### src/rtl/if_fetch_unit.sv
// if_fetch_unit: RV32I instruction fetch stage, one outstanding imem request,
// presents instruction/PC/PC+4 to IF/ID and drops wrong-path responses on redirect.
module if_fetch_unit #(
    parameter int ADDR_WIDTH = 32,
    parameter int DATA_WIDTH = 32,
    parameter logic [ADDR_WIDTH-1:0] RESET_PC = '0
) (
    input  logic                  clk,
    input  logic                  rst_n,
    input  logic                  stall,
    input  logic                  redirect_valid,
    input  logic [ADDR_WIDTH-1:0] redirect_target,
    output logic                  imem_req_valid,
    input  logic                  imem_req_ready,
    output logic [ADDR_WIDTH-1:0] imem_req_addr,
    input  logic                  imem_rsp_valid,
    input  logic [DATA_WIDTH-1:0] imem_rsp_data,
    output logic                  if_valid,
    output logic [DATA_WIDTH-1:0] if_instruction,
    output logic [ADDR_WIDTH-1:0] if_PC,
    output logic [ADDR_WIDTH-1:0] if_PC_plus_4
);
    localparam logic [DATA_WIDTH-1:0] NOP = DATA_WIDTH'(32'h0000_0013);
    typedef enum logic [1:0] {S_FETCH, S_WAIT, S_HOLD, S_DRAIN} state_e;
    state_e                state_q, state_d;
    logic [ADDR_WIDTH-1:0] pc_q, pc_d, buf_pc_q, buf_pc_d, target;
    logic [DATA_WIDTH-1:0] buf_instr_q, buf_instr_d;
    logic                  valid_q, valid_d, consume;
    assign target  = redirect_target & ~ADDR_WIDTH'(3);
    assign consume = valid_q & ~stall;
    always_ff @(posedge clk) begin
        if (!rst_n) begin
            state_q     <= S_FETCH;
            pc_q        <= RESET_PC;
            buf_pc_q    <= RESET_PC;
            buf_instr_q <= NOP;
            valid_q     <= 1'b0;
        end else begin
            state_q     <= state_d;
            pc_q        <= pc_d;
            buf_pc_q    <= buf_pc_d;
            buf_instr_q <= buf_instr_d;
            valid_q     <= valid_d;
        end
    end
    always_comb begin
        state_d     = state_q;
        pc_d        = pc_q;
        buf_pc_d    = buf_pc_q;
        buf_instr_d = buf_instr_q;
        valid_d     = valid_q;
        case (state_q)
            S_FETCH: begin
                if (redirect_valid) pc_d = target;
                else if (imem_req_ready) state_d = S_WAIT;
            end
            S_WAIT: begin
                if (imem_rsp_valid && !redirect_valid) begin
                    buf_instr_d = imem_rsp_data;
                    buf_pc_d    = pc_q;
                    valid_d     = 1'b1;
                    pc_d        = pc_q + ADDR_WIDTH'(4);
                    state_d     = S_HOLD;
                end else if (redirect_valid) begin
                    pc_d    = target;
                    state_d = imem_rsp_valid ? S_FETCH : S_DRAIN;
                end
            end
            S_DRAIN: begin
                // the pending response belongs to the old path and is always dropped
                if (redirect_valid) pc_d = target;
                if (imem_rsp_valid) state_d = S_FETCH;
            end
            S_HOLD: begin
                if (redirect_valid || consume) begin
                    valid_d = 1'b0;
                    state_d = S_FETCH;
                end
                if (redirect_valid) pc_d = target;
            end
        endcase
    end
    always_comb begin
        imem_req_valid = (state_q == S_FETCH) && !redirect_valid;
        imem_req_addr  = pc_q;
        if_valid       = valid_q;
        if_instruction = valid_q ? buf_instr_q : NOP;
        if_PC          = buf_pc_q;
        if_PC_plus_4   = buf_pc_q + ADDR_WIDTH'(4);
    end
endmodule

### config.mk
export PLATFORM = sky130hd
export DESIGN_NAME = if_fetch_unit
export DESIGN_NICKNAME = d
export VERILOG_FILES = /design/src/rtl/if_fetch_unit.sv
export SDC_FILE = /design/constraint.sdc
export NUM_CORES = 1
export LEC_CHECK = 0
export ABC_AREA = 1
export CORE_MARGIN = 1
export CORE_UTILIZATION = 49
export CTS_CLUSTER_DIAMETER = 30
export CTS_CLUSTER_SIZE = 20
export DETAILED_ROUTE_END_ITERATION = 8
export GPL_ROUTABILITY_DRIVEN = 1
export HOLD_SLACK_MARGIN = 0.06
export PLACE_DENSITY = 0.86
export SYNTH_ARGS = -nofsm -noshare
export SYNTH_HDL_FRONTEND = slang
export SYNTH_SLANG_ARGS = --single-unit
export TNS_END_PERCENT = 10
### constraint.sdc
create_clock -name clk -period 3.1 [get_ports clk]
set_input_delay 0.31 -clock clk [delete_from_list [all_inputs] [get_ports clk]]
set_output_delay 0.31 -clock clk [all_outputs]
set_load 0.01 [all_outputs]
# Word level (Yosys, flattened, before mapping)
# Index checks and enable logic that the tools add are counted.
[word_totals] elab_cells=43 ff_bits=99 out_inout_bits=130
[op_classes] mux=15 n_addsub=2 eq_ne=9 n_reduce_logical=10 n_bitwise=2
[ops] cell="$mux 32" count=3
[ops] cell="$add 32x3->32 const B" count=2
[ops] cell="$pmux 32 s2" count=1
[ops] cell="$mux 2" count=7
[ops] cell="$ne 2x2->1 const B" count=5
[ops] cell="$pmux 2 s4" count=1
[ops] cell="$reduce_and 5->1" count=1
[ops] cell="$eq 2x2->1 const B" count=2
[ops] cell="$ne 3x3->1 const B" count=1
[ops] cell="$reduce_and 3->1" count=1
[ops] cell="$reduce_or 3->1" count=1
[ops] cell="$eq 2x1->1 const B" count=1
[ops] cell="$logic_and 1x1->1" count=2
[ops] cell="$logic_not 2->1" count=1
[ops] cell="$mux 1" count=2
[ops] cell="$pmux 1 s2" count=1
[ops] cell="$reduce_and 2->1" count=1
[ops] cell="$reduce_bool 2->1" count=1
[ops] cell="$and 1x1->1" count=1
[ops] cell="$logic_not 1->1" count=1
[ops] cell="$logic_or 1x1->1" count=1
[ops] cell="$not 1->1" count=1

# Longest topological paths before layout
# Gate-level depths: netlist (run 1).
[depth] word_depth=5 mapped_depth=10 mapped_depth_nobuf=10

# Worst setup path before layout (run 1)
# Ideal clock, no wire load.
[synth_path] path_type="register -> output" start="register buf_pc_q[2], in the netlist if_PC[2]" end="output if_PC_plus_4[22]" required_ns=2.790 path_stages_with_launch=8 slack_ns=1.224 t_arrival_ns=1.566 cell_sequence="dfxtp_1 -> ha_1 -> nand2_1 -> nor2_1 -> nand2_1 -> nor3_2 -> nand4_1 -> xnor2_1"
[synth_between] elab_chain_cells=1
[synth_rtl] item="from (decl)" line_no="26" rtl="logic [ADDR_WIDTH-1:0] pc_q, pc_d, buf_pc_q, buf_pc_d, target;"
[synth_rtl] item="from (signal assigned)" line_no="41" rtl="buf_pc_q <= buf_pc_d;"
[synth_rtl] item="$add 32x3->32" line_no="89" rtl="if_PC_plus_4 = buf_pc_q + ADDR_WIDTH'(4);"
[synth_rtl] item="to (decl)" line_no="21" rtl="output logic [ADDR_WIDTH-1:0] if_PC_plus_4"
# Every way passes these cells.

# Worst setup path in the final report (run 1)
# Same ends and word-level chain as after synthesis.

==> impl_metrics.tcl, run 1 <==
set metrics [dict create \
    grt_pass1_wl_mm 26.9 \
    globalRouteMet2Util 0.484 \
    min_to "imem_req_addr[0]" \
    first_pass_iters 5 \
    clkLatencyLatePin_ns 0.35 \
    die_x_um 109 \
    drt_iter0_drc 519 \
    area_growth_pct 41.0 \
    clk_pin_slew_ns 0.07 \
    layout.nets 1120 \
    tightest_slew_ns 0.800 \
    yosys_register_bits 99 \
    cap_viol_max_count 0 \
    drtAntennaViolNets 0 \
    dp_cells 1177 \
    synthArstFlopShare 0 \
    synth_edf_count 0 \
    dp_slack_ns 0.537 \
    placeableCoreArea_mm2 0.0110 \
    grtUsageMet1 0.382 \
    yosys-top-cells-area "dfxtp_1 35%, nand2_1 14%, nor2_1 8.8%" \
    outcome "complete, no violations" \
    track_usage 0.289 \
    seq_area_mm2 0.00198 \
    ir_drop_uv 316 \
    multiInputGateArea_mm2 0.00300 \
    drc_errors 0 \
    antenna_cells 0 \
    timing.fmax_ghz 0.343 \
    period_share 0.940 \
    fin_ws_ns 0.185 \
    yosys_warnings 0 \
    numCtsBuffers 9 \
    crit_path_max_fanout 5 \
    cp.required_ns 2.79 \
    synthFlopType "dfxtp_1" \
    route.vias.total 6176 \
    cts.htree.levels 3 \
    hold_violations 0 \
    clkSinkCount 99 \
    tritoncts "built" \
    synth-seq-area-share 0.353 \
    wl_mm 17.0 \
    regToRegSetupSlack_ns 1.24 \
    setup.worst_path.end_class "primary output" \
    ctsLongestPathBuffers 2 \
    fin_cells 1193 \
    grt_overflow_total 0 \
    rsz0062_at_grt "no" \
    row_count 38 \
    postSynthAreaPerCell_um2 6.45 \
    grt_pass1_vias 5491 \
    skew_ns 0.00666 \
    relSlewSlack 0.463 \
    slew_viol_final 0 \
    worst_setup_path_start_kind "flop" \
    min-delay-start "imem_req_addr[0]" \
    design_area_mm2 0.00793 \
    die_y_um 109 \
    post_dp_cell_area_mm2 0.00764 \
    path_class "reg -> out" \
    via_per_inst 5.18 \
    synth_top_cell_area_share 0.353 \
    synthCells 872 \
    antenna_found_initial 0 \
    ios 200 \
    finalSetupTns_ns 0 \
    start_util 0.510 \
    power_mw 3.45 \
    syn-cell-area_mm2 0.00562 \
    die_area_mm2 0.0119 \
    syn-num-nets 944 \
    gp_congestion 0.898 \
    regToRegEndpoint "imem_req_addr[26]" \
    grt.met3_usage 0.0430 \
    avgRoutedWirePerCell_um 14.2 \
    min_period_ns 2.92 \
    reg2reg_from "state_q[0]" \
    hp-class "reg -> reg" \
    io_buffer_count 197 \
    grt_max_degree 73 \
    arrival_ns 2.61 \
    p_leak_nw 3.41 \
    yosysTopAreaCell "dfxtp_1" \
    clk_root_buffer_cell "clkbuf_16" \
    reg2regPathDepth 9 \
    post-dp-hpwl_mm 12.5 \
    setup_viol 0 \
    n_fill_cell 931 \
    gr-max-usage-layer "met2" \
    power_density_mw_per_mm2 435 \
    layout-drive-gt1-share 0.0465 \
    cts_hold_buf 0 \
    hold_path_depth 2 \
    yosysUniqueCellTypes 33 \
]
[state kept, by name, summed over array words and instances, names as in the netlist]
signal and count:
buf_instr_q 32, if_PC 32, imem_req_addr 32, state_q 2
if_valid 1
[worst max path at each step]
stage,startpoint,to,depth (start not counted)
after global routing,if_PC[2],if_PC_plus_4[22],8
after global placement,if_PC[2],if_PC_plus_4[22],8
after detailed placement,if_PC[2],if_PC_plus_4[22],8
after floorplan,if_PC[2],if_PC_plus_4[22],7
final,if_PC[2],if_PC_plus_4[22],8
after CTS,if_PC[2],if_PC_plus_4[22],8
[Yosys cell counts (3+ instances only)]
cell type  instances
nand2_1          205
nor2_1           132
inv_1            116
dfxtp_1           99
o21ai_0           64
nand3_1           57
xor2_1            28
nor3_1            24
a21oi_1           19
clkbuf_1          19
buf_2             15
nand4_1           15
o211ai_1          14
a211oi_1          13
a31oi_1            9
buf_6              5
nor2_2             5
nor2_4             5
or2_2              5
xnor2_1            3
[placed cells by master, fill, tap and decap left out, drive strengths merged]
| master | n |
|---|---|
| o211ai | 14 |
| nand4 | 15 |
| or2 | 5 |
| or3 | 1 |
| o21ai | 66 |
| nand3b | 2 |
| nor2 | 142 |
| a31oi | 9 |
| and3 | 1 |
| nand3 | 60 |
| clkdlybuf4s50 | 196 |
| buf | 11 |
| xnor2 | 3 |
| a211oi | 13 |
| clkinvlp | 1 |
| xor2 | 28 |
| clkbuf | 11 |
| nand2 | 207 |
| a21oi | 19 |
| clkinv | 2 |
| nor3 | 27 |
| inv | 119 |
| dfxtp | 99 |
| ha | 2 |
[what timing repair did]
item	4_1_cts	5_1_grt
endpoints found under the hold margin	0	0
setup buffers	0	0
endpoints found under the setup margin	0	3
resized for setup	0	1
[report_power, final]
group          leakage, nW  internal [mW]  switching, mW
sequential           0.808           1.40          0.140
combinational         2.47          0.410          0.423
clock                0.133          0.559          0.519
total                 3.41           2.36           1.08
[final cells by class]
type,instances,area share
clock buffers,11,0.0294
clock inverters,5,0.00568
inverters,117,0.0554
multi-input cells,614,0.378
flip-flops and latches,99,0.250
well taps,140,0.0221
repair buffers,207,0.259
[layer usage]
metal / share of wire / vias up / wire length, µm
li1: - / 3121 / -
met1: 0.43 / 2775 / 7380
met2: 0.47 / 257 / 8040
met3: 0.078 / 23 / 1320
met4: 0.015 / 0 / 260
met5: 0 / - / 0
[worst max-delay path: stages, from the launching register on]
cell and delay, ns:
dfxtp_1 0.42, ha_1 0.24, nand2_1 0.09, nor2_1 0.21, nand2_1 0.18, nor3_4 0.23
nand4_1 0.16, xnor2_1 0.18, clkdlybuf4s50_1 0.55
[cells by family after synthesis]
group,Yosys count,synth area share
and+or+nand+nor,460,0.355
xor gates and xnor gates,31,0.0483
buffers and inverters,159,0.118
adders and majority gates,2,0.00445
AOI/OAI and AO/OA,121,0.122
DFF,99,0.353
[metrics by stage]
step                       util  hold WS, ns
after floorplan               -        0.421
after global placement    0.693        0.430
after detailed placement  0.693        0.437
after CTS                 0.718        0.453
after global routing      0.718        0.474
final                     0.718        0.452
Power figures use the tool's default switching activity.
==> run 2: changes to the inputs <==
- REMOVE_ABC_BUFFERS: unset -> 1
==> run 2 against run 1 <==
  * Clock skew up 0.0079 ns
  * Sequential share of layout area down 0.11 points
  * Critical path type unchanged
  * Sequential power about the same
  * Clock-buffer cell count down 2
  * Largest cell class unchanged
  * Cell count unchanged
  * Hold slack better by 0.0025 ns
  * Global-route usage down 1.5 points
  * Non-clock buffer count unchanged
  * Die area unchanged
==> impl_metrics.tcl, run 2 (synthesis results as in run 1) <==
set metrics [dict create \
    grtUsageMet1 0.349 \
    final_cell_mix "205 x nand2_1, 196 x clkdlybuf4s50_1, 132 x nor2_1" \
    die_y_um 109 \
    n_fill_cell 926 \
    power_mw 3.45 \
    multiInputGateArea_mm2 0.00300 \
    fin_cells 1193 \
    wl_mm 16.2 \
    fin_hold_ws_ns 0.454 \
    slew_viol_final 0 \
    skew_ns 0.0146 \
    cp.required_ns 2.79 \
    gp_congestion 0.877 \
    clk_pin_slew_ns 0.07 \
    antenna_found_initial 0 \
    avgRoutedWirePerCell_um 13.6 \
    antenna_cells 0 \
    ctsLongestPathBuffers 2 \
    route.vias.total 6155 \
    start_util 0.510 \
    ir_drop_uv 382 \
    worst_setup_path_start_kind "flop" \
    grt_pass1_vias 5447 \
    crit_path_max_fanout 5 \
    cts.htree.levels 3 \
    post-route-util 0.722 \
    die_area_mm2 0.0119 \
    drt_iter0_drc 393 \
    ios 200 \
    period_share 0.907 \
    dp_cells 1177 \
    first_pass_iters 7 \
    layout-drive-gt1-share 0.0484 \
    crit_path_frequent_cell "nand2_1" \
    outcome "complete, no violations" \
    gr-max-usage-layer "met2" \
    grt_pass1_wl_mm 25.8 \
    crit_slowest_cell "clkdlybuf4s50_1" \
    fin_ws_ns 0.287 \
    area_growth_pct 41.6 \
    power_density_mw_per_mm2 433 \
    placeableCoreArea_mm2 0.0110 \
    timing.fmax_ghz 0.355 \
    cp_slowest_stage_delay_ns 0.55 \
    postCtsSetupRepairBufs 0 \
    grt.met3_usage 0.0604 \
    clk_root_buffer_cell "clkbuf_16" \
    dp_slack_ns 0.575 \
    arrival_ns 2.50 \
    drc_errors 0 \
    hold_violations 0 \
    drtAntennaViolNets 0 \
    tritoncts "built" \
    ctsResizeCount 0 \
    hp-class "reg -> reg" \
    row_count 38 \
    seq_area_mm2 0.00198 \
    setup.worst_path.end_class "primary output" \
    relSlewSlack 0.444 \
    cap_viol_max_count 0 \
    final_common_cell "nand2_1" \
    io_buffer_count 197 \
    post-dp-hpwl_mm 11.9 \
    p_leak_nw 3.43 \
    tightest_slew_ns 0.830 \
    layout.nets 1120 \
    worstPathCellList "ha_1 > nand2_1 > nor2_1 > nand2_1 > nor3_4 > nand4_1 > xor2_1 > clkdlybuf4s50_1" \
    grt_overflow_total 0 \
    grt_max_degree 74 \
    cts_hold_buf 0 \
    clkLatencyLatePin_ns 0.34 \
    path_class "reg -> out" \
    setup_viol 0 \
    min_period_ns 2.81 \
    numCtsBuffers 9 \
    die_x_um 109 \
    clkSinkCount 99 \
    via_per_inst 5.16 \
    globalRouteMet2Util 0.453 \
    track_usage 0.274 \
    rsz0062_at_grt "no" \
]
==> run 2: layout make-up <==
type                    instances  area share
well taps                     140      0.0220
inverters                     117      0.0552
repair buffers                207       0.261
flip-flops and latches         99       0.249
multi-input cells             614       0.376
clock inverters                 7     0.00786
clock buffers                   9      0.0283
==> run 2: through the flow <==
stage,setup TNS [ns],area (µm²)
3_3_place_gp,0,7670
5_1_grt,0,7960
2_1_floorplan,-43.61,5400
6_report,0,7960
3_5_place_dp,0,7670
4_1_cts,0,7950
==> run 2: where the power goes <==
part	internal [mW]	total, mW	switching (mW)	leakage [nW]
clock	0.566	1.09	0.522	0.145
combinational	0.418	0.834	0.416	2.48
sequential	1.40	1.53	0.133	0.808
==> run 2: metal layers <==
layer | share of wire | routed length [µm] | vias up
li1 | - | - | 3124
met1 | 0.43 | 6980 | 2761
met2 | 0.47 | 7590 | 243
met3 | 0.080 | 1300 | 27
met4 | 0.022 | 360 | 0
met5 | 0 | 0 | -
==> run 2: final timing paths <==
check	from	endpoint	slack, ns	cells after the start
max reg2reg	state_q[0]	imem_req_addr[21]	1.17	9
max	if_PC[2]	if_PC_plus_4[28]	0.29	8
min reg2reg	imem_req_addr[0]	imem_req_addr[0]	0.45	2
min	imem_req_addr[0]	imem_req_addr[0]	0.45	2
==> run 2: critical path, delay by kind of cell (launching register included) <==
kind / cells / cell delay, ns
xor gates and xnor gates: 1 / 0.17
adders and majority gates: 1 / 0.21
buffers and inverters: 1 / 0.55
DFF: 1 / 0.40
and+or+nand+nor: 5 / 0.83
